**config.mk**
```make
export PLATFORM = sky130hd
export DESIGN_NAME = sap1_datapath_flat
export DESIGN_NICKNAME = d
export VERILOG_FILES = /design/src/rtl/sap1_pkg.sv /design/src/rtl/sap1_if.sv /design/src/rtl/sap1_ram16x8.sv /design/src/rtl/sap1_datapath.sv /design/src/flat_wrapper.sv
export SDC_FILE = /design/constraint.sdc
export NUM_CORES = 1
export LEC_CHECK = 0
export CELL_PAD_IN_SITES_DETAIL_PLACEMENT = 0
export CELL_PAD_IN_SITES_GLOBAL_PLACEMENT = 1
export CORE_ASPECT_RATIO = 0.6
export CORE_MARGIN = 2
export CORE_UTILIZATION = 49
export DETAILED_ROUTE_END_ITERATION = 7
export PLACE_DENSITY_LB_ADDON = 0.1
export SETUP_SLACK_MARGIN = 0.1
export SYNTH_ARGS = -nofsm -noshare
export SYNTH_HDL_FRONTEND = slang
export SYNTH_SLANG_ARGS = --single-unit
```
**constraint.sdc**
```tcl
create_clock -name CLK -period 3.8 [get_ports CLK]
set_clock_uncertainty 0.05 [all_clocks]
set_input_delay 0.76 -clock CLK [delete_from_list [all_inputs] [get_ports CLK]]
set_output_delay 0.76 -clock CLK [all_outputs]
set_load 0.1 [all_outputs]
```
**src/rtl/sap1_pkg.sv**
```systemverilog
// -----------------------------------------------------------------------------
// sap1_pkg
// Shared definitions for the SAP-1 datapath slice:
//   - default data/address widths
//   - instruction opcodes (upper nibble of IR)
//   - bus-source enum used by the W-bus mux, plus its priority encoder
//   - packed 12-bit control word as issued by the controller/sequencer
// Optional feature macro used elsewhere in the slice: SAP1_BUS_CHECK_EN
// -----------------------------------------------------------------------------
package sap1_pkg;

  localparam int DW_DEF = 8;
  localparam int AW_DEF = 4;

  localparam logic [3:0] OP_LDA = 4'h0;
  localparam logic [3:0] OP_ADD = 4'h1;
  localparam logic [3:0] OP_SUB = 4'h2;
  localparam logic [3:0] OP_OUT = 4'hE;
  localparam logic [3:0] OP_HLT = 4'hF;

  typedef enum logic [2:0] {
    SRC_NONE,
    SRC_PC,
    SRC_RAM,
    SRC_IR,
    SRC_A,
    SRC_ALU
  } bus_src_e;

  // Control word in controller bit order, MSB first. Load/enable polarities
  // follow the classic SAP-1: LM, CE, L1, E1, LA, LB, LO are active-low.
  typedef struct packed {
    logic cp;
    logic ep;
    logic lm;
    logic ce;
    logic l1;
    logic e1;
    logic la;
    logic ea;
    logic su;
    logic eu;
    logic lb;
    logic lo;
  } ctrl_t;

  // Every load/drive deasserted.
  localparam ctrl_t CTRL_IDLE = 12'b0011_1110_0011;

  // Fixed-priority bus arbitration: Ep > CE > E1 > EA > EU.
  function automatic bus_src_e bus_select(input logic ep, input logic ce_n,
                                          input logic e1_n, input logic ea,
                                          input logic eu);
    if (ep)         return SRC_PC;
    else if (!ce_n) return SRC_RAM;
    else if (!e1_n) return SRC_IR;
    else if (ea)    return SRC_A;
    else if (eu)    return SRC_ALU;
    else            return SRC_NONE;
  endfunction

  // Number of simultaneously active bus drivers (0..5).
  function automatic logic [2:0] bus_driver_count(input logic ep, input logic ce_n,
                                                  input logic e1_n, input logic ea,
                                                  input logic eu);
    return 3'(ep) + 3'(!ce_n) + 3'(!e1_n) + 3'(ea) + 3'(eu);
  endfunction

endpackage

```
**src/rtl/sap1_if.sv**
```systemverilog
// -----------------------------------------------------------------------------
// sap1_if
// Controller <-> datapath bundle: 12-bit control word, RAM program port and
// the datapath status/observation outputs.
//   master : controller / programmer side (drives control, reads status)
//   slave  : datapath side
// With SAP1_BUS_CHECK_EN defined, carries the sticky bus_err flag as well.
// -----------------------------------------------------------------------------
interface sap1_if
  import sap1_pkg::*;
#(
  parameter int DW = DW_DEF,
  parameter int AW = AW_DEF
) ();

  // Control word
  logic Cp, Ep, LM, CE, L1, E1, LA, EA, SU, EU, LB, LO;
  // Program port
  logic          prog_we;
  logic [AW-1:0] prog_addr;
  logic [DW-1:0] prog_data;
  // Status / observation
  logic [3:0]    opcode;
  logic          halt;
  logic [DW-1:0] out_data;
  logic [DW-1:0] wbus;
`ifdef SAP1_BUS_CHECK_EN
  logic          bus_err;
`endif

  modport master (
`ifdef SAP1_BUS_CHECK_EN
    input  bus_err,
`endif
    output Cp, Ep, LM, CE, L1, E1, LA, EA, SU, EU, LB, LO,
    output prog_we, prog_addr, prog_data,
    input  opcode, halt, out_data, wbus
  );

  modport slave (
`ifdef SAP1_BUS_CHECK_EN
    output bus_err,
`endif
    input  Cp, Ep, LM, CE, L1, E1, LA, EA, SU, EU, LB, LO,
    input  prog_we, prog_addr, prog_data,
    output opcode, halt, out_data, wbus
  );

endinterface

```
**src/rtl/sap1_ram16x8.sv**
```systemverilog
// -----------------------------------------------------------------------------
// sap1_ram16x8
// SAP-1 program/data memory, 2**AW words of DW bits.
//   CLK    in  clock, write on posedge
//   we     in  program write strobe
//   waddr  in  program write address
//   wdata  in  program write data
//   raddr  in  read address (from MAR)
//   rdata  out asynchronous read data (gated onto the bus by CE in the top)
// A write and a read of the same address in one cycle returns the old word
// until the edge.
// -----------------------------------------------------------------------------
module sap1_ram16x8
  import sap1_pkg::*;
#(
  parameter int DW = DW_DEF,
  parameter int AW = AW_DEF
) (
  input  logic          CLK,
  input  logic          we,
  input  logic [AW-1:0] waddr,
  input  logic [DW-1:0] wdata,
  input  logic [AW-1:0] raddr,
  output logic [DW-1:0] rdata
);

  logic [DW-1:0] mem [2**AW];

  // NOTE: memory arrays get no reset branch; program contents must survive
  // CLR, and a reset loop would also block RAM inference.
  always_ff @(posedge CLK) begin
    if (we) mem[waddr] <= wdata;
  end

  assign rdata = mem[raddr];

endmodule

```
**src/rtl/sap1_datapath.sv**
```systemverilog
// -----------------------------------------------------------------------------
// sap1_datapath
// SAP-1 datapath executing the controller's 12-bit control word. Holds PC,
// MAR, RAM, IR, A, B, the adder/subtractor, the output register and the
// shared W-bus. Control is sampled and registers load on posedge CLK.
//   CLK   in  clock
//   CLR   in  asynchronous active-low reset (RAM is not cleared)
//   dp    sap1_if.slave: control word, program port, opcode/halt/out_data/wbus
// Optional: SAP1_BUS_CHECK_EN adds the sticky dp.bus_err multi-driver flag.
// -----------------------------------------------------------------------------
module sap1_datapath
  import sap1_pkg::*;
#(
  parameter int DW = DW_DEF,
  parameter int AW = AW_DEF
) (
  input logic  CLK,
  input logic  CLR,
  sap1_if.slave dp
);

  logic [AW-1:0] pc, mar;
  logic [DW-1:0] ir, a_reg, b_reg, out_reg;
  logic [DW-1:0] alu, ram_rd, wbus;
  logic          halt;
  bus_src_e      src;

  sap1_ram16x8 #(.DW(DW), .AW(AW)) u_ram (
    .CLK   (CLK),
    .we    (dp.prog_we),
    .waddr (dp.prog_addr),
    .wdata (dp.prog_data),
    .raddr (mar),
    .rdata (ram_rd)
  );

  assign halt = (ir[DW-1 -: 4] == OP_HLT);

  // Carry/borrow is intentionally dropped: results wrap modulo 2**DW.
  assign alu = dp.SU ? (a_reg - b_reg) : (a_reg + b_reg);

  assign src = bus_select(dp.Ep, dp.CE, dp.E1, dp.EA, dp.EU);

  // NOTE: the default before the case keeps this purely combinational; any
  // path that skipped the assignment would infer a latch.
  always_comb begin
    wbus = '0;
    case (src)
      SRC_PC:  wbus = {{(DW-AW){1'b0}}, pc};
      SRC_RAM: wbus = ram_rd;
      SRC_IR:  wbus = {{(DW-4){1'b0}}, ir[3:0]};
      SRC_A:   wbus = a_reg;
      SRC_ALU: wbus = alu;
      default: wbus = '0;
    endcase
    // Bus reads as idle while CLR is held, even if a RAM driver is enabled.
    if (!CLR) wbus = '0;
  end

  // All loads see the same pre-edge bus value, so an A load from the ALU
  // captures the result computed from the old A.
  // NOTE: non-blocking assignments give every register the pre-edge values
  // regardless of statement order.
  always_ff @(posedge CLK or negedge CLR) begin
    if (!CLR) begin
      pc      <= '0;
      mar     <= '0;
      ir      <= '0;
      a_reg   <= '0;
      b_reg   <= '0;
      out_reg <= '0;
    end else if (!halt) begin
      if (dp.Cp)  pc      <= pc + 1'b1;
      if (!dp.LM) mar     <= wbus[AW-1:0];
      if (!dp.L1) ir      <= wbus;
      if (!dp.LA) a_reg   <= wbus;
      if (!dp.LB) b_reg   <= wbus;
      if (!dp.LO) out_reg <= wbus;
    end
  end

  assign dp.opcode   = ir[DW-1 -: 4];
  assign dp.halt     = halt;
  assign dp.out_data = out_reg;
  assign dp.wbus     = wbus;

`ifdef SAP1_BUS_CHECK_EN
  logic bus_err_q;

  // Sticky contention flag; arbitration itself is unaffected.
  always_ff @(posedge CLK or negedge CLR) begin
    if (!CLR) begin
      bus_err_q <= 1'b0;
    end else if (bus_driver_count(dp.Ep, dp.CE, dp.E1, dp.EA, dp.EU) > 3'd1) begin
      bus_err_q <= 1'b1;
    end
  end

  assign dp.bus_err = bus_err_q;
`endif

endmodule

```
**src/flat_wrapper.sv**
```systemverilog
// flat-port wrapper written by rule: the top's interface ports become plain ports
module sap1_datapath_flat import sap1_pkg::*;
#(
  parameter int DW = DW_DEF,
  parameter int AW = AW_DEF
)
  (CLK, CLR, dp_Cp, dp_Ep, dp_LM, dp_CE, dp_L1, dp_E1, dp_LA, dp_EA, dp_SU, dp_EU, dp_LB, dp_LO, dp_prog_we, dp_prog_addr, dp_prog_data, dp_opcode, dp_halt, dp_out_data, dp_wbus);
  sap1_if #(.DW(DW), .AW(AW)) dp_i ();
  input logic CLK;
  input logic CLR;
  input wire logic [$bits(dp_i.Cp)-1:0] dp_Cp;
  input wire logic [$bits(dp_i.Ep)-1:0] dp_Ep;
  input wire logic [$bits(dp_i.LM)-1:0] dp_LM;
  input wire logic [$bits(dp_i.CE)-1:0] dp_CE;
  input wire logic [$bits(dp_i.L1)-1:0] dp_L1;
  input wire logic [$bits(dp_i.E1)-1:0] dp_E1;
  input wire logic [$bits(dp_i.LA)-1:0] dp_LA;
  input wire logic [$bits(dp_i.EA)-1:0] dp_EA;
  input wire logic [$bits(dp_i.SU)-1:0] dp_SU;
  input wire logic [$bits(dp_i.EU)-1:0] dp_EU;
  input wire logic [$bits(dp_i.LB)-1:0] dp_LB;
  input wire logic [$bits(dp_i.LO)-1:0] dp_LO;
  input wire logic [$bits(dp_i.prog_we)-1:0] dp_prog_we;
  input wire logic [$bits(dp_i.prog_addr)-1:0] dp_prog_addr;
  input wire logic [$bits(dp_i.prog_data)-1:0] dp_prog_data;
  output wire logic [$bits(dp_i.opcode)-1:0] dp_opcode;
  output wire logic [$bits(dp_i.halt)-1:0] dp_halt;
  output wire logic [$bits(dp_i.out_data)-1:0] dp_out_data;
  output wire logic [$bits(dp_i.wbus)-1:0] dp_wbus;
  assign dp_i.Cp = dp_Cp;
  assign dp_i.Ep = dp_Ep;
  assign dp_i.LM = dp_LM;
  assign dp_i.CE = dp_CE;
  assign dp_i.L1 = dp_L1;
  assign dp_i.E1 = dp_E1;
  assign dp_i.LA = dp_LA;
  assign dp_i.EA = dp_EA;
  assign dp_i.SU = dp_SU;
  assign dp_i.EU = dp_EU;
  assign dp_i.LB = dp_LB;
  assign dp_i.LO = dp_LO;
  assign dp_i.prog_we = dp_prog_we;
  assign dp_i.prog_addr = dp_prog_addr;
  assign dp_i.prog_data = dp_prog_data;
  assign dp_opcode = dp_i.opcode;
  assign dp_halt = dp_i.halt;
  assign dp_out_data = dp_i.out_data;
  assign dp_wbus = dp_i.wbus;
  sap1_datapath #(.DW(DW), .AW(AW)) u_core (.CLK(CLK), .CLR(CLR), .dp(dp_i));
endmodule
```
* Yosys cells after proc, flatten, opt, wreduce, memory -nomap -nowiden
Memories as Yosys holds them, arrays and structs flattened. Index checks and enable logic that the tools add are counted.
Word-level totals: bits of input ports 27, memories kept 1, output and inout bits 21, bits in registers 40, bits in writable memories 128, logic and storage cells 38
Memory list:
- u_core.u_ram.mem | depth 16, bits a word 8, read ports 1, clocked after Yosys merged registers in 0, wr ports 1, RTL line sap1_ram16x8.sv:27 | logic [DW-1:0] mem [2**AW];
Cells by class: bitwise gates (word level) 6, reductions and logical operators 6, mux-type cells 10, equal/unequal tests 6, $add $sub $neg 3
Operators by type and width (number):
- 8-bit case mux with 5 select lines | 1
- 8-bit 2-to-1 mux | 2
- 3-bit 2-to-1 mux | 5
- 2-bit AND reduction | 6
- 8-bit adder | 1
- 8-bit subtractor | 1
- 3-bit by 2-bit == test with 1-bit output, second input constant | 2
- 3-bit == test, second input constant | 2
- 1-bit inverter | 6
- 4-bit by 1-bit adder with 4-bit output, second input constant | 1
- 4-bit == test, second input constant | 1
- 3-bit by 1-bit == test with 1-bit output, second input constant | 1
- 1-bit 2-to-1 mux | 2

* Logic depth before layout (Yosys ltp)
Gate-level depths: netlist of run 1.
depth in word-level cells 8, depth in mapped cells 11, gate-level depth less buffers 11

* Modules after synthesis
From an unflattened synthesis of run 1, not the netlist that was laid out.
Unflattened totals: cells, all modules 518, area, all modules 7561.0 um^2
Modules (own cells, without submodules):
- sap1_ram16x8 | cells an instance 221, area an instance 4987.3 um^2, times used 1, sequential area each 3843.7 um^2
- sap1_datapath | cells an instance 297, area an instance 2573.7 um^2, times used 1, sequential area each 1001.0 um^2

* Worst setup path after synthesis of run 1
OpenSTA, ideal clock, no wires.
path type input to output, start point input dp_SU, end point output dp_wbus[7], setup slack -667 ps, arrival 3657 ps, stages on the path 9, required time 2990 ps, buffers on the path 0, cells stage by stage mux2_2 inv_1 ha_1 nand2b_1 a21oi_1 o31ai_1 xnor2_1 nand2_1 a31oi_1
On the way: word-level cells in the longest chain between the ends 3
Ends and longest elaborated chain:
- start: declaration | RTL line flat_wrapper.sv:19 | input wire logic [$bits(dp_i.SU)-1:0] dp_SU;
- 8-bit 2-to-1 mux | RTL line sap1_datapath.sv:40 | assign alu = dp.SU ? (a_reg - b_reg) : (a_reg + b_reg);
- 8-bit case mux with 5 select lines | RTL line sap1_datapath.sv:48 | case (src)
- 8-bit 2-to-1 mux | RTL line sap1_datapath.sv:57 | if (!CLR) wbus = '0;
- end: declaration | RTL line flat_wrapper.sv:29 | output wire logic [$bits(dp_i.wbus)-1:0] dp_wbus;
No other way between the ends.

* Worst setup path in the final report of run 1
start point register u_core.b_reg[1], end point output dp_wbus[7]
On the way: word-level cells in the longest chain between the ends 4
Ends and longest elaborated chain:
- start: declaration | RTL line sap1_datapath.sv:23 | logic [DW-1:0] ir, a_reg, b_reg, out_reg;
- start signal: assignment | RTL line sap1_datapath.sv:77 | if (!dp.LB) b_reg <= wbus;
- 8-bit adder / 8-bit subtractor (equally long branches) | RTL line sap1_datapath.sv:40
- 8-bit 2-to-1 mux (*) | RTL line sap1_datapath.sv:40
- 8-bit case mux with 5 select lines (*) | RTL line sap1_datapath.sv:48
- 8-bit 2-to-1 mux (*) | RTL line sap1_datapath.sv:57
Every way passes the cells marked *; elsewhere a longest branch is shown, timed or not.

==> impl_metrics.tcl, run 1 <==
set metrics [dict create \
    num_rows 34 \
    cp_data_arrival_time_ns 2.90 \
    cts_buffers 17 \
    yosys_register_bits 168 \
    dp_cells 790 \
    ys.flop_type "edfxtp_1" \
    critPathMaxFanout 4 \
    synth-async-reset-ratio_pct 23.8 \
    dpl.hpwl_um 13000 \
    vias 4835 \
    cts_hold_buf 0 \
    fin_ws_ns 0.0914 \
    clk_latency_ns 0.43 \
    slew_headroom_pct 34.3 \
    rrSetupSlack_ns 1.11 \
    synth_edf_count 128 \
    pre_cts_slack_ns -0.212 \
    power_density_mw_per_mm2 609 \
    wl_met1_um 9560 \
    initial_utilization_pct 50.8 \
    diodes 0 \
    timing.fmax_ghz 0.270 \
    viasPerCell 5.82 \
    multi_input_area_mm2 0.00259 \
    final_common_cell "edfxtp_1" \
    clk_transition_reported_paths_ns 0.07 \
    synth.lib_cells_used.distinct 65 \
    dr.pass1.iters 4 \
    core_area_mm2 0.0146 \
    fin_cells 831 \
    tightest_slew_ns 0.982 \
    regArea_mm2 0.00485 \
    hold_path_class "in2async" \
    synth_nets 554 \
    avgSynthCellArea_um2 14.4 \
    cts_buffer_depth 2 \
    ir_worst_vdd_mv 0.341 \
    htree_levels 4 \
    boundaryPins 48 \
    worst_setup_path_end_kind "primary output" \
    syn_inst 517 \
    finalCritPeriodShare_pct 97.6 \
    nNetsFinal 657 \
    largest-register "u_core.u_ram.mem" \
    path_class "reg2out" \
    io_buffers 47 \
    seq_area_frac_synth_pct 65.2 \
    root_buffer "clkbuf_16" \
    avgRoutedWirePerCell_um 22.7 \
    required_ns 2.99 \
    layout_min_cycle_time_ns 3.71 \
    hold_viol_final 0 \
    mostFrequentLayoutCells "edfxtp_1 (128), buf_4 (58), nand2_1 (47)" \
    r2r-end "u_core.dp.out_data[3]" \
    grt_pass1_vias 4804 \
    setup_viol 0 \
    maxCapViolCount 0 \
    yosysWarnings 0 \
    clock_sinks 168 \
    routed.top_layer "met4" \
    grt_first_pass_wirelength_um 28800 \
    area.growth.synth_to_final_pct 26.0 \
    antenna_found_initial 0 \
    ant_nets 0 \
    rr_worst_depth 13 \
    status "completed" \
    die_area_mm2 0.0162 \
    synth.cell_area_mm2 0.00743 \
    cellLeakagePower_uw 0.00337 \
    worstReg2RegStart "u_core.b_reg[1]" \
    wl_um 18900 \
    largest_reg_flops 128 \
    drive_gt1_share_pct 28.4 \
    critPathLaunchType "register" \
    grt-ovfl-total 0 \
    die_y_um 99.4 \
    route.met2.wl_um 7760 \
    rsz0062_at_grt "yes" \
    slew_viol_final 0 \
    first_iter_violations 349 \
    grt_use_total_pct 24.9 \
    die_w_um 163 \
    drc 0 \
    finalCoreUtilization_pct 64.0 \
    n_fill_cell 1076 \
    gp_congestion 0.949 \
    route.met3.wl_um 1460 \
    grt_max_degree 40 \
    cts_tree "done" \
]
routing by layer:
layer / global-route usage [%] / vias up
met2: 33.5 / 159
met4: 5.38 / 0
met5: 0 / -
met3: 6.51 / 8
met1: 40.2 / 2475
li1: - / 2193
cell usage after synthesis, types with 8 or more instances:
cell / n / area (um^2)
clkbuf_1: 8 / 30.0
o21ai_1: 23 / 115
nor2_1: 26 / 97.6
inv_1: 18 / 67.6
mux4_2: 13 / 293
edfxtp_1: 128 / 3840
mux2_2: 10 / 113
dfrtp_1: 40 / 1000
nor3_1: 8 / 40.0
nand2_1: 48 / 180
xnor2_1: 9 / 78.8
nand2b_1: 11 / 68.8
o21ai_0: 18 / 90.1
ha_1: 9 / 113
mux2i_1: 30 / 300
area by class of cell:
cell class              instances  share of cell area [%]
flip-flops and latches        168                    51.8
multi-input cells             307                    27.7
repair buffers                108                    10.9
clock buffers                  17                    4.54
well taps                     198                    2.65
clock inverters                15                    1.64
inverters                      18                   0.722
where the power goes:
| group | leakage (uW) | switching [uW] | internal, uW | total (uW) |
|---|---|---|---|---|
| sequential | 0.00168 | 140 | 2100 | 2240 |
| clock | 0.000279 | 805 | 877 | 1680 |
| combinational | 0.00142 | 1000 | 774 | 1780 |
cells by family (layout without fill, tap and decap cells):
kind of cell / after synthesis / after routing / synth area share, %
compound gates: 101 / 101 / 9.31
xor+xnor: 12 / 12 / 1.41
fa+ha+maj: 10 / 10 / 1.78
buf+inv: 42 / 158 / 3.27
flops: 168 / 168 / 65.2
mux: 56 / 56 / 10.6
simple gates: 128 / 128 / 8.47
worst max path at each step:
stage | startpoint | to | slack [ns] | depth (start not counted)
after floorplan | dp_SU | dp_wbus[6] | 0.21 | 8
after global placement | dp_SU | dp_wbus[5] | -0.20 | 12
after detailed placement | dp_SU | dp_wbus[7] | -0.21 | 11
after CTS | u_core.b_reg[1] | dp_wbus[3] | 0.10 | 13
after global routing | u_core.b_reg[0] | dp_wbus[7] | -0.04 | 12
final | u_core.b_reg[1] | dp_wbus[7] | 0.09 | 12
per-stage QoR:
stage	total power [uW]	hold WS (ns)	setup TNS, ns	cell area (um^2)
2_1_floorplan	3250	0.392	0	7450
3_3_place_gp	3760	0.419	-0.979	8470
3_5_place_dp	3780	0.424	-0.957	8470
4_1_cts	5600	0.101	0	9230
5_1_grt	5940	0.0953	-0.0356	9360
6_report	5700	0.110	0	9360
critical path: stages (launching register included):
cell and delay (ns):
dfrtp_2 0.46, inv_2 0.09, ha_4 0.20, mux2_4 0.29, inv_2 0.08, ha_4 0.20, nand2b_4 0.09, a21oi_4 0.07
o31ai_4 0.27, xnor2_1 0.15, nand2_1 0.14, a31oi_4 0.21, buf_12 0.20
timing repair:
item                       CTS  global route
pin swaps                   14            15
setup endpoints to repair    8             8
buffers inserted             7             2
gates resized for setup     37            28
Note: power is estimated with default switching activity, not from simulation.
==> run 2: changes to the inputs <==
Settings changed: SLEW_MARGIN set to 20.
==> results of run 2 <==
Final layout, timing and power as in run 1 (identical DEF).
==> run 3: changes to the inputs <==
Settings changed: CORE_UTILIZATION 49 to 26, SLEW_MARGIN 20 to not set.
==> impl_metrics.tcl, run 3 (synthesis gave the netlist of run 1 again) <==
set metrics [dict create \
    layout_min_cycle_time_ns 3.78 \
    drc 0 \
    tightest_slew_ns 1.12 \
    boundaryPins 48 \
    wl_um 22400 \
    power_density_mw_per_mm2 607 \
    finalCritPeriodShare_pct 99.5 \
    clk_transition_reported_paths_ns 0.07 \
    cts_buffers 17 \
    core_area_mm2 0.0278 \
    cp_data_arrival_time_ns 2.97 \
    worstReg2RegStart "u_core.b_reg[1]" \
    slew_viol_final 0 \
    io_buffers 47 \
    cts_buffer_depth 2 \
    grt_max_degree 26 \
    root_buffer "clkbuf_16" \
    nNetsFinal 675 \
    grt_use_total_pct 15.7 \
    ant_nets 0 \
    clock_sinks 168 \
    cts_tree "done" \
    grt-ovfl-total 0 \
    clk_latency_ns 0.44 \
    vias 4769 \
    pre_cts_slack_ns -0.340 \
    maxCapViolCount 0 \
    status "completed" \
    fin_ws_ns 0.0196 \
    timing.fmax_ghz 0.265 \
    dr.pass1.iters 5 \
    hold_path_class "in2async" \
    critPathMaxFanout 4 \
    die_area_mm2 0.0300 \
    grt_first_pass_wirelength_um 33100 \
    setup_viol 0 \
    rsz0062_at_grt "yes" \
    slew_headroom_pct 25.0 \
    fin_cells 1018 \
    initial_utilization_pct 26.7 \
    first_iter_violations 392 \
    finalCoreUtilization_pct 35.0 \
    hold_viol_final 0 \
    mostFrequentLayoutCells "edfxtp_1 (128), buf_4 (72), nand2_1 (46)" \
    antenna_found_initial 1 \
    die_w_um 222 \
    required_ns 2.99 \
    ir_worst_vdd_mv 0.226 \
    final_area_mm2 0.00973 \
    largest_reg_flops 128 \
    diodes 0 \
    htree_levels 4 \
    viasPerCell 4.68 \
    dp_cells 977 \
    critPathLaunchType "register" \
    final_common_cell "edfxtp_1" \
    cellLeakagePower_uw 0.00349 \
    gp_congestion 0.769 \
    path_class "reg2out" \
    multi_input_area_mm2 0.00255 \
    dpl.hpwl_um 15900 \
    grt_pass1_vias 4836 \
    worst_setup_path_end_kind "primary output" \
    avgRoutedWirePerCell_um 22.0 \
    largest-register "u_core.u_ram.mem" \
    num_rows 47 \
    drive_gt1_share_pct 28.7 \
    die_y_um 135 \
    cp-startpoint "u_core.b_reg[1]" \
    n_fill_cell 2732 \
    regArea_mm2 0.00485 \
    dpl_cell_area_mm2 0.00882 \
    area.growth.synth_to_final_pct 30.9 \
]
-- run 3: final cells by class --
class	count	area share (%)
multi-input cells	307	26.2
clock buffers	17	4.37
repair buffers	126	12.2
well taps	367	4.72
clock inverters	15	1.95
flip-flops and latches	168	49.9
inverters	18	0.694
-- run 3: through the flow --
step | hold WS, ns | setup TNS [ns] | power [uW]
2_1_floorplan | 0.392 | 0 | 3250
3_3_place_gp | 0.417 | -1.60 | 3890
3_5_place_dp | 0.419 | -1.51 | 3890
4_1_cts | 0.307 | 0 | 5870
5_1_grt | 0.327 | -0.264 | 6170
6_report | 0.306 | 0 | 5910
-- run 3: report_power, final --
part           internal, uW  switching, uW  leakage [uW]
logic                   820           1050       0.00152
registers              2100            120       0.00168
clock network          1050            761      0.000294
-- run 3: metal layers --
metal  track usage (%)  vias to the layer above  share of wire (%)
met5                 0                        -                  0
met4              4.73                        0                1.1
met3              2.83                       17                4.2
met2              20.5                       92                 39
met1              25.6                     2428                 56
li1                  -                     2232                  -
-- run 3: repair_timing --
action | in CTS | in global routing
gates resized for setup | 48 | 11
pin swaps | 16 | 15
hold buffers | 0 | 0
setup buffers | 8 | 1
setup endpoints to repair | 8 | 6
gates cloned | 0 | 0
-- run 3: final timing paths --
check,cells past startpoint,to,slack [ns]
min in group CLK,2,u_core.ir[3],0.43
worst min register to register,2,u_core.ir[3],0.43
worst max-delay path,14,dp_wbus[7],0.02
max in group asynchronous,2,u_core.b_reg[3],3.07
worst min-delay path,2,u_core.ir[0],0.31
worst max register to register,13,u_core.dp.out_data[3],1.11
-- run 3: worst max-delay path, stage by stage (launching register included) --
cell     delay [ns]
dfrtp_2        0.44
inv_2          0.08
ha_4           0.20
nor2_4         0.05
xnor2_2        0.13
ha_1           0.33
buf_4          0.15
o21ai_2        0.13
a21oi_2        0.07
o31ai_2        0.21
buf_4          0.16
xnor2_2        0.11
nand2_2        0.11
a31oi_4        0.17
buf_12         0.20
